===== src/rtl/key_press_decoder.sv =====
// key_press_decoder: classifies debounced press/release pulses into short, double, long, repeat and long-release events
module key_press_decoder #(
  parameter int N          = 32,
  parameter int LONG_CYC   = 100_000_000,
  parameter int DCLK_CYC   = 30_000_000,
  parameter int REPEAT_CYC = 10_000_000
) (
  input  logic clk,
  input  logic rst_n,
  input  logic button_negedge,
  input  logic button_posedge,
  output logic short_press,
  output logic double_click,
  output logic long_press,
  output logic long_repeat,
  output logic long_release,
  output logic busy
);
  typedef enum logic [2:0] {IDLE, PRESS1, LONG_HOLD, WAIT2, PRESS2} state_t;
  state_t state, state_nx;
  logic [N-1:0] timer, timer_nx;
  logic short_nx, double_nx, long_nx, repeat_nx, long_rel_nx;
  logic long_tc, dclk_tc, rep_tc;
  assign long_tc = timer == N'(LONG_CYC - 1);
  assign dclk_tc = timer == N'(DCLK_CYC - 1);
  assign rep_tc  = timer == N'(REPEAT_CYC - 1);
  // state, timer and registered event outputs
  always_ff @(posedge clk or negedge rst_n) begin
    if (!rst_n) begin
      state        <= IDLE;
      timer        <= '0;
      short_press  <= 1'b0;
      double_click <= 1'b0;
      long_press   <= 1'b0;
      long_repeat  <= 1'b0;
      long_release <= 1'b0;
      busy         <= 1'b0;
    end else begin
      state        <= state_nx;
      timer        <= timer_nx;
      short_press  <= short_nx;
      double_click <= double_nx;
      long_press   <= long_nx;
      long_repeat  <= repeat_nx;
      long_release <= long_rel_nx;
      busy         <= state_nx != IDLE;
    end
  end
  // next state; release beats long count, press beats double-click timeout
  always_comb begin
    state_nx = state;
    case (state)
      IDLE:      state_nx = button_negedge ? PRESS1 : IDLE;
      PRESS1:    state_nx = button_posedge ? WAIT2 : long_tc ? LONG_HOLD : PRESS1;
      LONG_HOLD: state_nx = button_posedge ? IDLE : LONG_HOLD;
      WAIT2:     state_nx = button_negedge ? PRESS2 : dclk_tc ? IDLE : WAIT2;
      PRESS2:    state_nx = button_posedge ? IDLE : PRESS2;
      default:   state_nx = IDLE;
    endcase
    timer_nx = (state_nx != state || state == IDLE || state == PRESS2 ||
                (state == LONG_HOLD && rep_tc)) ? '0 : timer + 1'b1;
  end
  // event pulses decided from current state and sampled inputs
  always_comb begin
    short_nx    = state == WAIT2 && !button_negedge && dclk_tc;
    double_nx   = state == PRESS2 && button_posedge;
    long_nx     = state == PRESS1 && !button_posedge && long_tc;
    repeat_nx   = state == LONG_HOLD && !button_posedge && rep_tc;
    long_rel_nx = state == LONG_HOLD && button_posedge;
  end
endmodule

===== config.mk =====
export PLATFORM = sky130hd
export DESIGN_NAME = key_press_decoder
export DESIGN_NICKNAME = d
export VERILOG_FILES = /design/src/rtl/key_press_decoder.sv
export SDC_FILE = /design/constraint.sdc
export NUM_CORES = 1
export LEC_CHECK = 0
export ABC_AREA = 1
export BUFFER_PORTS_ARGS = -buffer_cell sky130_fd_sc_hd__buf_2
export CORE_AREA = 2 2 79 81
export CTS_CLUSTER_SIZE = 14
export DETAILED_ROUTE_END_ITERATION = 16
export DIE_AREA = 0 0 81 83
export PLACE_DENSITY = 0.73
export SETUP_SLACK_MARGIN = 0.5
export SYNTH_ARGS = -nofsm -noshare
export SYNTH_HDL_FRONTEND = slang
export SYNTH_SLANG_ARGS = --single-unit

===== constraint.sdc =====
create_clock -name clk -period 1.6 [get_ports clk]
set_input_delay 0 -clock clk [delete_from_list [all_inputs] [get_ports clk]]
set_output_delay 0 -clock clk [all_outputs]
set_load 0.005 [all_outputs]

==> reports/results.ini, run 1 <==
[global_route]
antenna_found_initial=0
grt_pass1_wl_mm=12.6
grtUsageTotal_pct=24.5
grt_pass1_vias=2677
grt_max_degree=22
gr-total-overflow=0

[die]
rows=28
initial_core_util_pct=47.2
die_w_um=81
design.core.area_um2=5820
dieHeight_um=83
die_area_um2=6720
io_pins=10

[logic_synthesis]
synthTopCellsByCount=nand2_1 (71), nor2_1 (44), dfrtp_1 (41), inv_1 (38), nor3_2 (31)
synth_cell_types=25
yosys.area.top_type_share_pct=37.4
ys_ff_latch=41
ys_seq_area_share_pct=37.4
ys.flop_type=dfrtp_1
netlist_area_um2=2740
ys_warn_count=0
async_flop_share_pct=100
synth_cells=335
avgSynthCellArea_um2=8.19
yosysMostFrequentCell=nand2_1
synthTopCellsByArea=dfrtp_1 (37%), nor3_2 (11%), nand2_1 (9.7%), xor2_1 (8.6%), nor2_1 (6.0%)
syn_nets=340
synth_edf_count=0
synth_top_area_cell=dfrtp_1

[timing]
finalHoldViolCount=0
timing.final.crit_share_pct=120
relSlewSlack_pct=65.5
tns_ps=-9880
drv_slew=0
tightest_slew_ps=513
setup_violations=35
rsz0062_at_grt=yes
final.setup.worst_slack_ps=-314
fin_worst_skew_ps=15.8
layout_min_cycle_time_ps=1910
fmax_mhz=522

[worst_hold_path]
hold_class=in -> reg

[routing]
first_iter_violations=242
drc=0
vias=2772
dr.pass1.iters=5
viasPerCell=5.24
routedWlPerCell_um=16.7
wl_mm=8.83
ant_nets=0

[worst_setup_path]
end_kind=flop
cpPeakStageDelay_ps=420
path_class=reg -> reg
cp_max_fo=3
path_delay_family=simple AND/OR/NAND/NOR gates
critPathBufInv=3
slowest_stage=dfrtp_1
start_kind=flop
cp.arrival_ps=2100
worstPathRequired_ps=1780
r2r_setup_slack_ps=-310
crit_chain=buf_4 > nor2_2 > nand3_1 > nor2_4 > nand2_4 > nand2_1 > nand2_2 > nor2_4 > buf_4 > inv_1 > nor2_1 > nand3_1

[power_and_ir_drop]
seq_power_share_pct=27.4
p_comb_share_pct=51.7
p_per_area_nw_per_um2=1060
swShare_pct=45.1
vdd_ir_drop_max_mv=0.914
p_clk_share_pct=20.9
internal-power_mw=2.36
p_sw_mw=1.94
power.leakage_nw=1.75

[run_status]
status=finished, violations left
violations=setup timing

[placed_design]
port_buffers=9
place_hpwl_mm=5.32
place.gp.congestion=0.912

[clocking]
numCtsBuffers=5
clkSinkCount=41
clkTransAtPathRegs_ps=90
root_buffer=clkbuf_8
clock_latency_ps=310
cts_max_path_buffers=2
htree_levels=2
cts_tree=done

[layout]
final_core_util_pct=69.8
area_growth_pct=47.9
antenna_cells=0
finalNetCount=458
drive_above_1_share_pct=46.7

[flow_run]
drv_cap=0

[registers in the layout, indices dropped and copies added (netlist names)]
register      flops
busy              1
long_press        1
double_click      1
timer            32
state             3
short_press       1
long_release      1
long_repeat       1
[worst register-to-register path, delay by kind of cell, from the launching register on]
kind	cells	cell delay [ps]
simple gates	9	1000
flops	1	420
buf+inv	3	370
[metal layers]
layer / vias up / track usage [%] / routed length (um)
li1: 1312 / - / -
met1: 1294 / 31.4 / 3690
met2: 120 / 39.3 / 4260
met3: 46 / 5.33 / 463
met4: 0 / 10.8 / 413
met5: - / 0 / 0
[through the flow]
stage               hold WS, ps  setup slack (ps)  area [um^2]  power (mW)  cells
finish                     60.9              -314         4060        4.30    529
detailed placement        -7.10              -277         3480        2.76    496
global placement          -16.8              -166         3480        2.72    496
global route               85.8              -381         4060        4.48    529
floorplan                  -296             -70.7         2780        2.60    335
CTS                        61.5              -164         3810        4.13    517
[logic make-up (layout without fill, tap and decap cells)]
logic type                 after synthesis  in the layout  synth area share, %
AOI/OAI and AO/OA                        3              3                0.821
xor gates and xnor gates                29             29                 9.26
adders and majority gates                1              1                0.456
buffers and inverters                   51            167                 9.58
DFF                                     41             41                 37.4
and+or+nand+nor                        210            213                 42.5
[power groups by stage]
stage          sequential, mW  combinational (mW)  clock, mW
2_1_floorplan            1.20                1.40          0
3_3_place_gp             1.18                1.54          0
3_5_place_dp             1.19                1.57          0
4_1_cts                  1.17                2.07      0.898
5_1_grt                  1.18                2.34      0.955
6_report                 1.18                2.23      0.898
[path summary, 6_finish.rpt]
| kind | startpoint | end | cells after the start |
|---|---|---|---|
| min in group asynchronous | rst_n | double_click | 2 |
| worst max-delay path | timer[13] | busy | 12 |
| worst min register to register | state[1] | long_press | 1 |
| worst max register to register | timer[13] | busy | 12 |
| worst min-delay path | button_posedge | double_click | 3 |
| max in group asynchronous | rst_n | timer[18] | 3 |
[cell type report]
class,count,area (um^2)
Fill cell,439,1760
Inverter,45,171
Clock buffer,7,86.3
Clock inverter,1,30.0
Multi-Input combinational cell,246,1730
Sequential cell,41,1030
Tap cell,75,93.8
Timing Repair Buffer,114,916
[timing repair]
| item | 4_1_cts | 5_1_grt |
|---|---|---|
| buffers inserted | 6 | 12 |
| endpoints found under the hold margin | 22 | 0 |
| hold buffers | 4 | 0 |
| pin swaps | 14 | 11 |
| endpoints found under the setup margin | 38 | 39 |
| gates cloned | 3 | 0 |
| gates resized for setup | 16 | 39 |
[placed cells by master (no fill, tap or decap), drive strengths merged]
cell type | netlist | routed
nand2 | 80 | 83
xor2 | 27 | 27
dfrtp | 41 | 41
nor2 | 51 | 51
ha | 1 | 1
and3 | 1 | 1
bufinv | 0 | 1
inv | 45 | 45
buf | 6 | 110
nand4 | 9 | 9
a21oi | 2 | 2
o21ai | 1 | 1
xnor2 | 2 | 2
nor4 | 3 | 3
dlygate4sd3 | 0 | 4
nand3b | 1 | 1
nor3 | 50 | 50
clkbuf | 0 | 7
nand3 | 15 | 15
No activity file was read; power rests on OpenSTA's default activity.
==> inputs of run 2 (changes only) <==
- CELL_PAD_IN_SITES_DETAIL_PLACEMENT: unset -> 1
- CELL_PAD_IN_SITES_GLOBAL_PLACEMENT: unset -> 1
- CORE_AREA: 2 2 79 81 -> 2 2 84 86
- DIE_AREA: 0 0 81 83 -> 0 0 86 88
- PLACE_DENSITY: 0.73 -> 0.81
==> reports/results.ini, run 2 (synthesized netlist as in run 1, its figures left out) <==
[run_status]
status=finished, violations left
violations=setup timing

[worst_setup_path]
r2r_setup_slack_ps=-470  ; -150 ps
end_kind=flop
cp.arrival_ps=2240  ; +140 ps
path_class=reg -> reg
cp_max_fo=2  ; -1
reg2reg_depth=7  ; -5
worstPathRequired_ps=1770  ; about the same
start_kind=flop

[global_route]
grt_pass1_vias=3336  ; +25%
grt_max_degree=42  ; +91%
gr-total-overflow=0  ; unchanged
grtUsageTotal_pct=33.3  ; +8.8 points
antenna_found_initial=0  ; unchanged
grt_pass1_wl_mm=18.6  ; +47%

[timing]
layout_min_cycle_time_ps=2070  ; +153 ps
setup_violations=37  ; +5.7%
drv_slew=0  ; unchanged
finalHoldViolCount=0  ; unchanged
tightest_slew_ps=561  ; +48.1 ps
timing.final.crit_share_pct=129  ; +9.6 points
fmax_mhz=484  ; -7.4%
rsz0062_at_grt=yes
final.setup.worst_slack_ps=-468  ; -153 ps
fin_worst_skew_ps=7.56  ; -8.25 ps
relSlewSlack_pct=62.6  ; -2.9 points

[clocking]
root_buffer=clkbuf_8
htree_levels=2  ; unchanged
clkTransAtPathRegs_ps=90  ; about the same
clock_latency_ps=310  ; about the same
cts_max_path_buffers=2  ; unchanged
clkSinkCount=41  ; unchanged
numCtsBuffers=5  ; unchanged
cts_tree=done

[placed_design]
port_buffers=9  ; unchanged
place_area_um2=3470  ; -0.18%
place_hpwl_mm=6.41  ; +21%
place.gp.congestion=0.915  ; +0.34%
place_ws_ps=-303  ; -26.0 ps

[flow_run]
drv_cap=0  ; unchanged

[routing]
drc=0  ; unchanged
ant_nets=0  ; unchanged
viasPerCell=5.94  ; +13%
vias=3237  ; +17%
wl_mm=14.7  ; +67%
dr.pass1.iters=5  ; unchanged
routedWlPerCell_um=27.1  ; +62%
first_iter_violations=256  ; +5.8%

[worst_hold_path]
hold_class=in -> reg
whs_path_depth=3  ; unchanged

[die]
rows=30  ; +7.1%
die_area_um2=7570  ; +13%
die_w_um=86  ; +6.2%
initial_core_util_pct=41.3  ; -5.9 points
io_pins=10  ; unchanged
dieHeight_um=88  ; +6.0%
design.core.area_um2=6640  ; +14%

[power_and_ir_drop]
vdd_ir_drop_max_mv=1.17  ; +28%
p_per_area_nw_per_um2=1150  ; +8.3%
power.leakage_nw=1.96  ; +12%
total_power_mw=5.11  ; +19%

[layout]
largest_reg_flops=32  ; unchanged
antenna_cells=0  ; unchanged
final_cell_mix=buf_4 (91), nand2_1 (53), dfrtp_1 (40)
final_core_util_pct=66.9  ; -2.9 points
final_common_cell=buf_4
area_growth_pct=62.0
fillers=731  ; +67%
design_area_um2=4440  ; +9.6%
largestRegisters=timer (32), state (3)
top_register=timer
finalNetCount=469  ; +2.4%
drive_above_1_share_pct=56.3  ; +9.6 points

## run 2: changes by cell type in the layout (fill, tap and decap cells not counted), moves of 10 or more
cell	before	now
nand2_1	65	53
nor3_4	4	17
inv_1	37	26
nor2_1	33	23
buf_6	6	17
nor3_2	37	23
## run 2: layout make-up
type	count	area [um^2]	share of cell area (%)
inverter	45	179	4.03
multi-input combinational	246	1960	44.1
clock buffer	7	86.3	1.94
timing repair buffer	125	1060	23.9
clock inverter	1	30.0	0.676
tap	80	100	2.25
sequential	41	1030	23.1
## run 2: per-stage QoR
step | cells | hold WS, ps | TNS (ps)
final | 545 | 97.3 | -12360
after global routing | 545 | 118 | -13890
after CTS | 535 | 49.6 | -5240
after detailed placement | 501 | 102 | -9240
after global placement | 501 | 94.3 | -5810
after floorplan | 335 | -296 | -2090
## run 2: what timing repair did
item,in CTS,in global routing
pin swaps,14,28
resized for setup,58,74
setup endpoints to repair,39,40
gates cloned,4,1
setup buffers,19,9
endpoints found under the hold margin,44,0
hold buffers,3,0
## run 2: path summary, 6_finish.rpt
path                                start    endpoint
max                             timer[14]   timer[16]
min                        button_negedge    state[2]
max reg2reg                     timer[14]   timer[16]
min reg2reg                      state[1]  long_press
max in group asynchronous           rst_n    state[1]
min in group asynchronous           rst_n   timer[30]
## run 2: critical path, cell delays in order, from the launching register on
cell and delay [ps]:
dfrtp_1 390, nand2_1 150, buf_4 200, nor3_2 250, nand2_1 250, nor2_1 200, xor2_1 360, nor3_2 120
## run 2: where the power goes
group          total [mW]  internal (mW)  switching (mW)
clock network       0.913          0.510           0.404
logic                2.98           1.03            1.96
registers            1.21           1.10           0.108
total                5.11           2.64            2.47
## run 2: layer usage
metal	track usage (%)	vias to the layer above	wire, um
met5	0	-	0
met4	17.2	0	988
met2	58.0	220	7090
met1	38.7	1593	5540
li1	-	1326	-
met3	7.07	98	1120
==> inputs of run 3 (changes only) <==
- CORE_AREA: 2 2 84 86 -> 2 2 80 82
- DIE_AREA: 0 0 86 88 -> 0 0 82 84
- PLACE_DENSITY: 0.81 -> 0.85
- clock period: 1.6 -> 2.05 ns (I/O delays scaled with it)
==> reports/results.ini, run 3 (synthesized netlist as in run 1, its figures left out) <==
[routing]
vias=2891  ; -11%
dr.pass1.iters=5  ; unchanged
first_iter_violations=236  ; -7.8%
ant_nets=0  ; unchanged
viasPerCell=5.95  ; +0.15%
drc=0  ; unchanged
wl_mm=12.4  ; -16%
routedWlPerCell_um=25.5  ; -5.9%

[die]
rows=29  ; -3.3%
die_w_um=82  ; -4.7%
design.core.area_um2=6100  ; -8.2%
io_pins=10  ; unchanged
dieHeight_um=84  ; -4.5%
initial_core_util_pct=45.0  ; +3.7 points
die_area_um2=6890  ; -9.0%

[worst_setup_path]
path_class=reg -> reg
cp_max_fo=7  ; +5
start_kind=flop
end_kind=flop
cp.arrival_ps=2270  ; +30 ps
worstPathRequired_ps=2270  ; +500 ps

[placed_design]
dp.cells=425  ; -15%
place_area_um2=2910  ; -16%
place.gp.congestion=0.930  ; +1.6%
place_hpwl_mm=5.56  ; -13%
port_buffers=9  ; unchanged

[run_status]
violations=setup timing
status=finished, violations left

[clocking]
htree_levels=2  ; unchanged
cts_tree=done
clkSinkCount=41  ; unchanged
clock_latency_ps=320  ; about the same
cts_max_path_buffers=2  ; unchanged
root_buffer=clkbuf_8
clkTransAtPathRegs_ps=90  ; about the same
numCtsBuffers=5  ; unchanged

[layout]
stdcell_count=486  ; -11%
design_area_um2=3800  ; -15%
antenna_cells=0  ; unchanged
final_cell_mix=nand2_1 (56), buf_4 (51), dfrtp_1 (34)
largest_reg_flops=32  ; unchanged
drive_above_1_share_pct=45.5  ; -11 points
area_growth_pct=38.4
finalNetCount=413  ; -12%
final_common_cell=nand2_1
largestRegisters=timer (32), state (3)
top_register=timer

[power_and_ir_drop]
p_per_area_nw_per_um2=970  ; -16%
total_power_mw=3.68  ; -28%
power.leakage_nw=1.56  ; -20%
vdd_ir_drop_max_mv=1.39  ; +18%

[global_route]
grt_pass1_wl_mm=16.2  ; -13%
antenna_found_initial=0  ; unchanged
grt_max_degree=42  ; unchanged
grt_pass1_vias=2952  ; -12%
grtUsageTotal_pct=32.4  ; -0.96 points
gr-total-overflow=0  ; unchanged

[timing]
final.setup.worst_slack_ps=-4.17  ; +464 ps
tns_ps=-4.17  ; +12,360 ps
fmax_mhz=487  ; +0.66%
setup_violations=1  ; -97%
finalHoldViolCount=0  ; unchanged
layout_min_cycle_time_ps=2050  ; -13.5 ps
relSlewSlack_pct=33.2  ; -29 points
drv_slew=0  ; unchanged
rsz0062_at_grt=yes
timing.final.crit_share_pct=100  ; -29 points
fin_worst_skew_ps=8.49  ; +0.935 ps
tightest_slew_ps=1000  ; +441 ps
hold_slack_ps=384  ; +287 ps

[flow_run]
drv_cap=0  ; unchanged

[worst_hold_path]
hold_class=in -> async

[run 3: changes by cell type in the layout (fill, tap and decap cells not counted), moves of 5 or more]
cell     change
dfrtp_2      +6
nor2_4       -6
buf_4       -40
buf_6       -17
nor3_4       -7
nor2_1      +10
dfrtp_1      -6
inv_1        +5
[run 3: repair_timing]
item | CTS | global route
buffers inserted | 32 | 13
setup endpoints to repair | 34 | 36
hold endpoints to repair | 44 | 0
hold buffers | 3 | 0
cloned | 3 | 2
resized for setup | 35 | 47
pin swaps | 16 | 28
[run 3: worst paths after layout]
check                                    start           to  slack, ps  depth (start not counted)
min in group clk                button_negedge  short_press        470                          3
worst min register to register        timer[0]     timer[0]        610                          2
max in group asynchronous                rst_n     state[0]        980                          2
worst max-delay path                  state[1]    timer[19]         -4                          7
worst max register to register        state[1]    timer[19]         -4                          7
worst min-delay path                     rst_n    timer[19]        380                          2
[run 3: worst max-delay path, cell delays in order (launching register included)]
cell and delay [ps]:
dfrtp_1 570, nand3_1 210, nor2_1 360, a21oi_4 130, nand3_4 140, nand2_8 110, clkbuf_16 190, nor3_2 240
[run 3: where the power goes]
| part | total [mW] | leakage, nW | internal [mW] | switching, mW |
|---|---|---|---|---|
| clock network | 0.645 | 0.0542 | 0.306 | 0.339 |
| registers | 0.951 | 0.554 | 0.863 | 0.0883 |
| logic | 2.09 | 0.952 | 0.729 | 1.36 |
[run 3: final cells by class]
cell class | count | area [um^2]
fill | 701 | 2300
multi-input combinational | 246 | 1810
clock inverter | 1 | 5.00
timing repair buffer | 69 | 583
clock buffer | 7 | 96.3
sequential | 41 | 1030
inverter | 45 | 174
tap | 77 | 96.3
[run 3: layer usage]
layer | vias to the layer above | GRT usage (%) | share of wire (%)
li1 | 1218 | - | -
met1 | 1426 | 38.7 | 38
met2 | 173 | 53.0 | 50
met3 | 74 | 6.71 | 5.9
met4 | 0 | 17.7 | 6.6
met5 | - | 0 | 0
[run 3: stage by stage]
stage / util (%) / worst slack (ps)
floorplan: - / 379
global placement: 47.7 / 138
detailed placement: 47.7 / 53.7
CTS: 56.7 / 270
global route: 62.3 / -76.6
finish: 62.3 / -4.17
